$ cat config.mk
export PLATFORM = sky130hd
export DESIGN_NAME = bus_arbiter
export DESIGN_NICKNAME = d
export VERILOG_FILES = /design/src/rtl/bus_arbiter_pkg.sv /design/src/rtl/arb_hold_counter.sv /design/src/rtl/bus_arbiter.sv
export SDC_FILE = /design/constraint.sdc
export NUM_CORES = 1
export LEC_CHECK = 0
export CORE_AREA = 5 5 170 172
export CTS_CLUSTER_SIZE = 8
export DETAILED_ROUTE_END_ITERATION = 8
export DIE_AREA = 0 0 175 177
export PLACE_DENSITY = 0.55
export SYNTH_ARGS = -nofsm -noshare
export SYNTH_HDL_FRONTEND = slang
export SYNTH_SLANG_ARGS = --single-unit
$ cat constraint.sdc
create_clock -name clk -period 5.5 [get_ports clk]
set_clock_uncertainty 0.05 [all_clocks]
set_input_delay 1.375 -clock clk [delete_from_list [all_inputs] [get_ports clk]]
set_output_delay 1.375 -clock clk [all_outputs]
set_load 0.01 [all_outputs]
$ cat src/rtl/bus_arbiter_pkg.sv
// ============================================================================
// bus_arbiter_pkg : shared state encoding, default widths, next-state helper
// Revision: 1.0
// ============================================================================
`default_nettype none

package bus_arbiter_pkg;

  localparam int c_def_addr_w = 16;
  localparam int c_def_data_w = 64;

  typedef enum logic [1:0] {
    ST_IDLE = 2'd0,
    ST_GNT0 = 2'd1,
    ST_GNT1 = 2'd2
  } arb_state_e;

  // last_gnt names the master granted most recently; a tie goes to the other one.
  function automatic arb_state_e arb_next_state(
    input arb_state_e st,
    input logic       req0,
    input logic       req1,
    input logic       last_gnt,
    input logic       hold_max
  );
    arb_state_e nxt;
    nxt = ST_IDLE;
    case (st)
      ST_IDLE: begin
        if (req0 && req1) nxt = last_gnt ? ST_GNT0 : ST_GNT1;
        else if (req0)    nxt = ST_GNT0;
        else if (req1)    nxt = ST_GNT1;
        else              nxt = ST_IDLE;
      end
      ST_GNT0: begin
        if (req0) nxt = (hold_max && req1) ? ST_GNT1 : ST_GNT0;
        else      nxt = req1 ? ST_GNT1 : ST_IDLE;
      end
      ST_GNT1: begin
        if (req1) nxt = (hold_max && req0) ? ST_GNT0 : ST_GNT1;
        else      nxt = req0 ? ST_GNT0 : ST_IDLE;
      end
      default: nxt = ST_IDLE;
    endcase
    return nxt;
  endfunction

endpackage

`default_nettype wire

$ cat src/rtl/arb_hold_counter.sv
// ============================================================================
// arb_hold_counter : saturating grant-hold counter with synchronous clear
// Revision: 1.0
// ============================================================================
`default_nettype none

module arb_hold_counter #(
  parameter int MAX_HOLD = 16,
  parameter int CNT_W    = 4
) (
  input  logic             clk,
  input  logic             reset,
  input  logic             i_clear,
  input  logic             i_en,
  output logic [CNT_W-1:0] o_cnt
);

  localparam logic [CNT_W-1:0] c_cnt_max = CNT_W'(MAX_HOLD - 1);

  logic [CNT_W-1:0] r_cnt;

  always_ff @(posedge clk) begin
    if (reset || i_clear) begin
      r_cnt <= '0;
    end else if (i_en && (r_cnt != c_cnt_max)) begin
      r_cnt <= r_cnt + 1'b1;
    end
  end

  assign o_cnt = r_cnt;

endmodule

`default_nettype wire

$ cat src/rtl/bus_arbiter.sv
// ============================================================================
// bus_arbiter : two-master to one-bus arbiter, alternating ties, hold-limited
// Revision: 1.0
// ============================================================================
`default_nettype none

module bus_arbiter
  import bus_arbiter_pkg::*;
#(
  parameter int ADDR_W   = c_def_addr_w,
  parameter int DATA_W   = c_def_data_w,
  parameter int MAX_HOLD = 16
) (
  input  logic              clk,
  input  logic              reset,
  input  logic              m0_req,
  input  logic              m0_wr,
  input  logic [ADDR_W-1:0] m0_addr,
  input  logic [DATA_W-1:0] m0_dout,
  input  logic              m1_req,
  input  logic              m1_wr,
  input  logic [ADDR_W-1:0] m1_addr,
  input  logic [DATA_W-1:0] m1_dout,
  output logic              m0_grant,
  output logic              m1_grant,
  output logic [DATA_W-1:0] m0_din,
  output logic [DATA_W-1:0] m1_din,
  output logic              b_req,
  output logic              b_wr,
  output logic [ADDR_W-1:0] b_addr,
  output logic [DATA_W-1:0] b_dout,
  input  logic [DATA_W-1:0] b_din
);

  localparam int c_cnt_w = (MAX_HOLD > 1) ? $clog2(MAX_HOLD) : 1;

  arb_state_e         r_state;
  arb_state_e         w_next_state;
  logic               r_last_gnt;
  logic [c_cnt_w-1:0] w_hold_cnt;
  logic               w_hold_max;

  assign w_hold_max   = (w_hold_cnt == c_cnt_w'(MAX_HOLD - 1));
  assign w_next_state = arb_next_state(r_state, m0_req, m1_req, r_last_gnt, w_hold_max);

  always_ff @(posedge clk) begin
    if (reset) begin
      r_state    <= ST_IDLE;
      r_last_gnt <= 1'b1;
    end else begin
      r_state <= w_next_state;
      if (w_next_state == ST_GNT0)      r_last_gnt <= 1'b0;
      else if (w_next_state == ST_GNT1) r_last_gnt <= 1'b1;
    end
  end

  // Any change of owner (including to/from idle) restarts the hold window.
  arb_hold_counter #(
    .MAX_HOLD (MAX_HOLD),
    .CNT_W    (c_cnt_w)
  ) u_hold (
    .clk     (clk),
    .reset   (reset),
    .i_clear (w_next_state != r_state),
    .i_en    (r_state != ST_IDLE),
    .o_cnt   (w_hold_cnt)
  );

  assign m0_grant = (r_state == ST_GNT0);
  assign m1_grant = (r_state == ST_GNT1);

  always_comb begin
    b_req  = 1'b0;
    b_wr   = 1'b0;
    b_addr = '0;
    b_dout = '0;
    m0_din = '0;
    m1_din = '0;
    case (r_state)
      ST_GNT0: begin
        b_req  = m0_req;
        b_wr   = m0_wr;
        b_addr = m0_addr;
        b_dout = m0_dout;
        m0_din = b_din;
      end
      ST_GNT1: begin
        b_req  = m1_req;
        b_wr   = m1_wr;
        b_addr = m1_addr;
        b_dout = m1_dout;
        m1_din = b_din;
      end
      default: ;
    endcase
  end

endmodule

`default_nettype wire

# After elaboration in Yosys (flattened, before gate mapping)
# Index checks and enable logic that the tools add are counted.
# totals
out_inout_bits,212
inputBits,230
ff_bits,7
wordCells,37
# op_classes
eq_ne,7
mux,18
reduce_logical,8
n_addsub,1
# ops
cell,n
$mux 64,2
$pmux 64 s2,1
$pmux 16 s2,1
$mux 2,8
$pmux 2 s3,1
$add 4x1->4 const B,1
$eq 2x1->1 const B,2
$eq 2x2->1 const B,2
$eq 4x4->1 const B,1
$logic_and 1x1->1,4
$ne 4x4->1 const B,1
$pmux 1 s2,2
$reduce_bool 2->1,2
$mux 1,3
$logic_not 2->1,1
$ne 2x2->1,1
$logic_or 1x1->1,1

# Depth between registers and ports, before layout
# Gate-level depths: netlist of the first run.
# logic_depth
ltp_word,8
depth_mapped,10
depth_no_buf,9

# Hierarchy
# Synthesis of the first run repeated with hierarchy kept, for this count alone.
# unflattened
hier_cells,405
area_unflattened_um2,2688.8
# by_module_without_submodules
module,area_per_inst_um2,seq_area_each_um2,cells_each,n_inst
bus_arbiter,2478.6,60.1,384,1
arb_hold_counter,210.2,80.1,21,1

# Least setup slack after synthesis of the first run
# No wires, ideal clock.
# synth_timing
kind,input-to-output
start,input m1_addr[0]
end,output b_addr[0]
required_time_ps,4075
t_arrival_ps,1645
slack_ps,2430
n_path_buf,0
path_stages,2
cell_sequence,a22oi_1 -> nor2b_1
# synth_between
elab_chain_len,1
# synth_lines
element,line,rtl
from (decl),bus_arbiter.sv:22,"input logic [ADDR_W-1:0] m1_addr,"
$pmux 16 s2,bus_arbiter.sv:79,case (r_state)
to (decl),bus_arbiter.sv:30,"output logic [ADDR_W-1:0] b_addr,"
# No other way between the ends.

# Worst setup path in the final report of the first run
# layout_timing
start,register r_state[0]
end,output b_addr[11]
# layout_between
elab_chain_len,2
elab_cells_between_ends,3
classes_between,eq/ne: 2; mux: 1
# layout_lines
element,line,rtl
from (decl),bus_arbiter.sv:37,arb_state_e r_state;
from (signal assigned),bus_arbiter.sv:51,r_state <= w_next_state;
$eq 2x2->1 / $eq 2x1->1 (equally long branches),bus_arbiter.sv:79,
$pmux 16 s2 (*),bus_arbiter.sv:79,
# Every way passes the cells marked *; elsewhere a longest branch is shown, timed or not.

==> impl_metrics.prom, run 1 <==
# TYPE chip_impl_metric gauge
chip_impl_info{name="status",value="finished clean"} 1
chip_impl_metric{name="leakage",unit="nW"} 2.50
chip_impl_metric{name="drt_pass1_iterations",unit=""} 4
chip_impl_info{name="final_common_cell",value="sky130_fd_sc_hd__clkdlybuf4s50_1"} 1
chip_impl_metric{name="timing.final.max_slew_violations",unit=""} 0
chip_impl_metric{name="core.rowCount",unit=""} 61
chip_impl_info{name="cp_slowest_cell",value="sky130_fd_sc_hd__ha_2"} 1
chip_impl_metric{name="multiInputGateArea",unit="sq um"} 2320
chip_impl_metric{name="synth_cell_types",unit=""} 32
chip_impl_info{name="setup_repair_after_global_routing_missed_its_margin",value="no"} 1
chip_impl_metric{name="clk_lat_worst_skew",unit="ns"} 0.23
chip_impl_metric{name="power-per-cell-area",unit="nW/um^2"} 117
chip_impl_metric{name="max_cap_violations",unit=""} 0
chip_impl_metric{name="first_global_vias",unit=""} 4713
chip_impl_metric{name="yosys_warnings",unit=""} 0
chip_impl_metric{name="area_delta_synth_final",unit="%"} 185
chip_impl_metric{name="yosys_register_bits",unit=""} 7
chip_impl_metric{name="initialDrtViolationCount",unit=""} 124
chip_impl_info{name="crit_chain",value="inv_1, ha_2, buf_4, nor2b_1, clkdlybuf4s50_1"} 1
chip_impl_metric{name="timing.critical_path.slowest_cell_delay",unit="ns"} 0.76
chip_impl_metric{name="timing.max_slew.rel_slack",unit="%"} 56.5
chip_impl_metric{name="detail_route.vias_per_cell",unit=""} 3.83
chip_impl_info{name="min-delay-path-class",value="reg -> reg"} 1
chip_impl_info{name="start_kind",value="register"} 1
chip_impl_metric{name="cts_post_setup_buffers_inserted",unit=""} 0
chip_impl_metric{name="cts_inserted_buffers",unit=""} 3
chip_impl_metric{name="post_syn_nets",unit=""} 627
chip_impl_info{name="synthFlopType",value="sky130_fd_sc_hd__dfxtp_1"} 1
chip_impl_metric{name="syn_area_per_cell",unit="sq um"} 6.74
chip_impl_metric{name="clock.fmax",unit="GHz"} 0.241
chip_impl_metric{name="cts_stage_hold_buffer_count",unit=""} 0
chip_impl_metric{name="cp_data_arrival_time",unit="ns"} 2.72
chip_impl_metric{name="drc",unit=""} 0
chip_impl_metric{name="final_cell_area",unit="sq um"} 7500
chip_impl_metric{name="fin_cells",unit=""} 1150
chip_impl_metric{name="place_ws",unit="ns"} 1.35
chip_impl_metric{name="grt_antenna_before_repair",unit=""} 1
chip_impl_metric{name="clock_tree.htree_level_count",unit=""} 1
chip_impl_metric{name="post_cts_resize_count",unit=""} 0
chip_impl_metric{name="globalRoute.totalOverflow",unit=""} 0
chip_impl_info{name="tritoncts_clock_tree",value="done"} 1
chip_impl_metric{name="portion_of_the_post_synthesis_area_used_by_sequential_elements",unit="%"} 5.32
chip_impl_metric{name="die_area",unit="sq um"} 31000
chip_impl_metric{name="timing.final.crit_period",unit="ns"} 4.14
chip_impl_metric{name="num-nets-final",unit=""} 1040
chip_impl_metric{name="fp.dieW",unit="um"} 175
chip_impl_info{name="cp-end-kind",value="output pin"} 1
chip_impl_metric{name="antenna_left",unit=""} 0
chip_impl_metric{name="placed_cells",unit=""} 1145
chip_impl_metric{name="vdd.ir_drop.worst",unit="uV"} 105
chip_impl_info{name="clock-root-buffer",value="sky130_fd_sc_hd__clkbuf_16"} 1
chip_impl_metric{name="cts_sinks",unit=""} 7
chip_impl_metric{name="gp_routability_congestion",unit=""} 0.746
chip_impl_metric{name="async_s_r_ff_share_synth",unit="%"} 0
chip_impl_metric{name="required_time_of_the_critical_path",unit="ns"} 4.07
chip_impl_metric{name="report.final.hold_viol_count",unit=""} 0
chip_impl_metric{name="grt_first_pass_wirelength",unit="um"} 28300
chip_impl_metric{name="report.power.total",unit="mW"} 0.877
chip_impl_metric{name="totalWireLength",unit="um"} 20000
chip_impl_metric{name="holdWs",unit="ns"} 0.495
chip_impl_info{name="critical_setup_path_class",value="reg -> out"} 1
chip_impl_metric{name="tns",unit="ns"} 0
chip_impl_metric{name="post_synth_inst_count",unit=""} 391
chip_impl_metric{name="post_route_cells_drive_above_1_share",unit="%"} 2.74
chip_impl_metric{name="tightest_slew",unit="ns"} 0.653
chip_impl_metric{name="register_area",unit="sq um"} 140
chip_impl_metric{name="synth.cell_area",unit="sq um"} 2640
chip_impl_metric{name="placement.io_buffers",unit=""} 441
chip_impl_metric{name="number_of_buffers_and_inverters_on_the_critical_path",unit=""} 3
chip_impl_metric{name="worst_slack",unit="ns"} 1.36
chip_impl_metric{name="total_of_fill_cells_in_the_finished_design",unit=""} 2960
chip_impl_metric{name="post-route-util",unit="%"} 27.4
chip_impl_metric{name="placement.cell_area",unit="sq um"} 7420
chip_impl_metric{name="post_drt_wl_per_cell",unit="um"} 17.4
chip_impl_metric{name="number_of_flops_mapped_to_enable_cells_by_yosys",unit=""} 0
chip_impl_metric{name="initial_utilization",unit="%"} 9.64
chip_impl_metric{name="clk_pin_slew_worst_paths",unit="ns"} 0.04
chip_impl_metric{name="total_global_route_track_usage",unit="%"} 11.5
chip_impl_info{name="most_frequent_cells_in_the_layout",value="sky130_fd_sc_hd__clkdlybuf4s50_1 (441), sky130_fd_sc_hd__and2_1 (128), sky130_fd_sc_hd__nor2b_1 (84), sky130_fd_sc_hd__a22oi_1 (82)"} 1
chip_impl_metric{name="coreArea",unit="sq um"} 27300
chip_impl_metric{name="boundaryPins",unit=""} 442
chip_impl_metric{name="dp_hpwl",unit="um"} 16800
chip_impl_info{name="timing.critical_path.max_delay_family",value="buffers and inverters"} 1
chip_impl_metric{name="ctsLongestPathBuffers",unit=""} 2
chip_impl_metric{name="timing.final.crit_share",unit="%"} 75.3
chip_impl_metric{name="vias_after_detailed_routing",unit=""} 4402
chip_impl_metric{name="die_height",unit="um"} 177
chip_impl_metric{name="maximum_number_of_pins_on_one_net_before_global_route_repair",unit=""} 64
chip_impl_metric{name="finalSetupViolations",unit=""} 0
chip_impl_metric{name="crit_fanout",unit=""} 41
-- synth_stat cells (2+ instances only) --
library cell	instances	area (sq um)
sky130_fd_sc_hd__nor3b_1	3	22.5
sky130_fd_sc_hd__dfxtp_1	7	140
sky130_fd_sc_hd__clkbuf_1	22	82.6
sky130_fd_sc_hd__buf_2	19	95.1
sky130_fd_sc_hd__nor2_1	6	22.5
sky130_fd_sc_hd__ha_1	6	75.1
sky130_fd_sc_hd__inv_1	5	18.8
sky130_fd_sc_hd__nor3_1	5	25.0
sky130_fd_sc_hd__mux2i_1	2	20.0
sky130_fd_sc_hd__nor2b_1	84	526
sky130_fd_sc_hd__o21ai_0	2	10.0
sky130_fd_sc_hd__and2_1	128	801
sky130_fd_sc_hd__a211oi_2	2	25.0
sky130_fd_sc_hd__a22oi_1	82	616
-- cells by family after synthesis --
family          count (synthesis)  share of synthesized area, %
buf+inv                        47                          7.74
xor+xnor                        2                         0.950
flops                           7                          5.32
fa+ha+maj                       6                          2.85
mux                             3                          1.19
simple gates                  233                          54.7
compound gates                 93                          27.2
-- power breakdown --
| part | total [mW] | internal (mW) | switching [mW] | leakage [nW] |
|---|---|---|---|---|
| logic | 0.695 | 0.413 | 0.282 | 2.41 |
| clock network | 0.123 | 0.0963 | 0.0264 | 0.0382 |
| registers | 0.0593 | 0.0551 | 0.00424 | 0.0570 |
| total | 0.877 | 0.564 | 0.313 | 2.50 |
-- worst paths after layout --
kind	from	endpoint	slack [ns]	depth (start not counted)
max reg2reg	r_state[0]	r_last_gnt	2.78	9
max	r_state[0]	b_addr[11]	1.36	5
min reg2reg	r_last_gnt	r_last_gnt	0.49	2
min	r_last_gnt	r_last_gnt	0.49	2
-- metal layers --
metal / share of wire, % / vias up / track usage, %
met5: 0 / - / 0
met4: 0.20 / 0 / 1.08
met3: 9.2 / 2 / 3.42
met1: 42 / 1977 / 14.1
li1: - / 2167 / -
met2: 49 / 256 / 20.8
-- sequential cells by signal, indices dropped and copies added, names as in the netlist --
| name | flops |
|---|---|
| r_last_gnt | 1 |
| u_hold.o_cnt | 4 |
| r_state | 2 |
-- final cells by class --
cell class | count | area share, %
antenna | 1 | 0.0334
inverter | 5 | 0.250
multi-input combinational | 337 | 30.9
sequential | 7 | 1.87
timing repair buffer | 450 | 60.1
clock buffer | 4 | 1.05
tap | 346 | 5.77
-- worst min-delay path: stages (launching register included) --
cell,delay (ns)
sky130_fd_sc_hd__dfxtp_1,0.36
sky130_fd_sc_hd__mux2i_1,0.09
sky130_fd_sc_hd__nand2b_1,0.07
(Power assumes the default switching activity.)
==> inputs of run 2 (changes only) <==
Settings changed: CORE_AREA 5 5 170 172 to 5 5 167 169, DIE_AREA 0 0 175 177 to 0 0 172 174, PLACE_DENSITY 0.55 to 0.56.
Clock period 5.5 ns to 3.85 ns, I/O delays scaled along.
==> impl_metrics.prom, run 2 (same netlist as run 1, synthesis figures left out) <==
# TYPE chip_impl_metric gauge
chip_impl_metric{name="tightest_slew",unit="ns"} 0.398
chip_impl_metric{name="total_global_route_track_usage",unit="%"} 12.3
chip_impl_metric{name="largest_register_ffs",unit=""} 4
chip_impl_info{name="setup_repair_after_global_routing_missed_its_margin",value="no"} 1
chip_impl_metric{name="number_of_buffers_and_inverters_on_the_critical_path",unit=""} 4
chip_impl_info{name="timing.critical_path.max_delay_family",value="buffers and inverters"} 1
chip_impl_metric{name="clk_pin_slew_worst_paths",unit="ns"} 0.04
chip_impl_metric{name="post_route_cells_drive_above_1_share",unit="%"} 2.86
chip_impl_metric{name="max_cap_violations",unit=""} 0
chip_impl_metric{name="first_global_vias",unit=""} 4590
chip_impl_metric{name="fp.dieW",unit="um"} 172
chip_impl_metric{name="timing.final.max_slew_violations",unit=""} 0
chip_impl_metric{name="total_of_fill_cells_in_the_finished_design",unit=""} 2865
chip_impl_metric{name="placed_cells",unit=""} 1141
chip_impl_metric{name="maximum_number_of_pins_on_one_net_before_global_route_repair",unit=""} 78
chip_impl_metric{name="initial_utilization",unit="%"} 9.97
chip_impl_info{name="most_frequent_cells_in_the_layout",value="sky130_fd_sc_hd__clkdlybuf4s50_1 (441), sky130_fd_sc_hd__and2_1 (128), sky130_fd_sc_hd__nor2b_1 (84), sky130_fd_sc_hd__a22oi_1 (82), sky130_fd_sc_hd__dfxtp_1 (7)"} 1
chip_impl_metric{name="ctsLongestPathBuffers",unit=""} 2
chip_impl_metric{name="timing.final.crit_period",unit="ns"} 3.47
chip_impl_metric{name="cts_post_setup_buffers_inserted",unit=""} 0
chip_impl_info{name="start_kind",value="register"} 1
chip_impl_metric{name="required_time_of_the_critical_path",unit="ns"} 2.84
chip_impl_info{name="status",value="finished clean"} 1
chip_impl_metric{name="report.power.total",unit="mW"} 1.27
chip_impl_metric{name="area_delta_synth_final",unit="%"} 186
chip_impl_metric{name="power-per-cell-area",unit="nW/um^2"} 168
chip_impl_metric{name="clock.fmax",unit="GHz"} 0.288
chip_impl_metric{name="clock_tree.htree_level_count",unit=""} 1
chip_impl_metric{name="grt_antenna_before_repair",unit=""} 0
chip_impl_metric{name="post_cts_resize_count",unit=""} 0
chip_impl_metric{name="holdWs",unit="ns"} 0.460
chip_impl_metric{name="timing.final.crit_share",unit="%"} 90.1
chip_impl_metric{name="report.final.hold_viol_count",unit=""} 0
chip_impl_metric{name="post_drt_wl_per_cell",unit="um"} 18.1
chip_impl_metric{name="clk_lat_worst_skew",unit="ns"} 0.23
chip_impl_metric{name="antenna_left",unit=""} 0
chip_impl_metric{name="timing.max_slew.rel_slack",unit="%"} 73.2
chip_impl_metric{name="final_cell_area",unit="sq um"} 7530
chip_impl_info{name="final_common_cell",value="sky130_fd_sc_hd__clkdlybuf4s50_1"} 1
chip_impl_metric{name="worst_slack",unit="ns"} 0.381
chip_impl_metric{name="globalRoute.totalOverflow",unit=""} 0
chip_impl_metric{name="insertedDiodeCount",unit=""} 0
chip_impl_info{name="crit_chain",value="inv_1, ha_4, buf_12, buf_4, a22oi_1, nor2b_1, clkdlybuf4s50_1"} 1
chip_impl_metric{name="cp_data_arrival_time",unit="ns"} 2.46
chip_impl_metric{name="drc",unit=""} 0
chip_impl_metric{name="core.rowCount",unit=""} 60
chip_impl_info{name="critical_setup_path_class",value="reg -> out"} 1
chip_impl_info{name="min-delay-path-class",value="reg -> reg"} 1
chip_impl_metric{name="drt_pass1_iterations",unit=""} 4
chip_impl_metric{name="vias_after_detailed_routing",unit=""} 4416
chip_impl_metric{name="crit_fanout",unit=""} 49
chip_impl_info{name="cp-end-kind",value="output pin"} 1
chip_impl_metric{name="timing.critical_path.slowest_cell_delay",unit="ns"} 0.56
chip_impl_metric{name="grt_first_pass_wirelength",unit="um"} 28500
chip_impl_metric{name="tns",unit="ns"} 0
chip_impl_info{name="tritoncts_clock_tree",value="done"} 1
chip_impl_metric{name="coreArea",unit="sq um"} 26400
chip_impl_metric{name="die_height",unit="um"} 174
chip_impl_metric{name="fin_cells",unit=""} 1145
chip_impl_metric{name="gp_routability_congestion",unit=""} 0.806
chip_impl_metric{name="die_area",unit="sq um"} 29900
chip_impl_metric{name="place_ws",unit="ns"} 0.427
chip_impl_metric{name="leakage",unit="nW"} 2.52
chip_impl_metric{name="detail_route.vias_per_cell",unit=""} 3.86
chip_impl_metric{name="placement.io_buffers",unit=""} 441
chip_impl_info{name="cp_slowest_cell",value="sky130_fd_sc_hd__clkdlybuf4s50_1"} 1
chip_impl_metric{name="r2r_setup_slack",unit="ns"} 1.66
chip_impl_metric{name="ff2ff_path_depth",unit=""} 8
chip_impl_metric{name="dp_hpwl",unit="um"} 17700
chip_impl_metric{name="finalSetupViolations",unit=""} 0
chip_impl_metric{name="cts_stage_hold_buffer_count",unit=""} 0
chip_impl_metric{name="hold-path-cell-count",unit=""} 2
chip_impl_metric{name="boundaryPins",unit=""} 442
chip_impl_metric{name="placement.cell_area",unit="sq um"} 7460
chip_impl_info{name="holdPathEnd",value="r_last_gnt"} 1
chip_impl_metric{name="post-route-util",unit="%"} 28.5
chip_impl_metric{name="initialDrtViolationCount",unit=""} 207
chip_impl_info{name="hold_start",value="r_last_gnt"} 1
chip_impl_metric{name="num-nets-final",unit=""} 1041
chip_impl_metric{name="totalWireLength",unit="um"} 20700
chip_impl_info{name="reg2reg_from",value="r_state[0]"} 1
chip_impl_info{name="regToRegEndpoint",value="r_last_gnt"} 1
chip_impl_metric{name="cts_sinks",unit=""} 7
chip_impl_metric{name="cts_inserted_buffers",unit=""} 3
chip_impl_metric{name="vdd.ir_drop.worst",unit="uV"} 120
chip_impl_info{name="clock-root-buffer",value="sky130_fd_sc_hd__clkbuf_16"} 1
run 2: worst max path at each step:
stage	start	end	slack, ns	cells past startpoint
final	r_state[0]	b_dout[13]	0.38	7
after global routing	r_state[0]	b_dout[13]	0.23	7
after CTS	r_state[0]	b_dout[23]	0.37	7
after detailed placement	m1_addr[4]	b_addr[4]	0.43	4
after global placement	m1_addr[4]	b_addr[4]	0.39	4
after floorplan	r_state[0]	b_dout[57]	1.25	7
run 2: cell type report:
type | instances | area, sq um | share of cell area [%]
clock buffer | 4 | 78.8 | 1.05
inverter | 5 | 18.8 | 0.249
tap | 341 | 427 | 5.66
multi-input combinational | 337 | 2320 | 30.8
timing repair buffer | 451 | 4550 | 60.4
sequential | 7 | 140 | 1.86
run 2: where the power goes:
| group | leakage [nW] | total (mW) | switching, mW | internal, mW |
|---|---|---|---|---|
| Combinational | 2.42 | 1.01 | 0.408 | 0.599 |
| Clock | 0.0382 | 0.177 | 0.0388 | 0.138 |
| Sequential | 0.0570 | 0.0847 | 0.00603 | 0.0787 |
run 2: worst register-to-register path, delay by kind of cell, from the launching register on:
kind,cells,cell delay (ns)
DFF,1,0.41
and+or+nand+nor,2,0.29
adders and majority gates,2,0.61
buffers and inverters,1,0.16
AOI/OAI and AO/OA,2,0.40
muxes,1,0.18
run 2: metal layers:
metal | part of all wire [%] | GRT usage (%)
met5 | 0 | 0
met4 | 0.93 | 1.70
met3 | 11 | 3.48
met2 | 49 | 22.1
met1 | 40 | 14.8
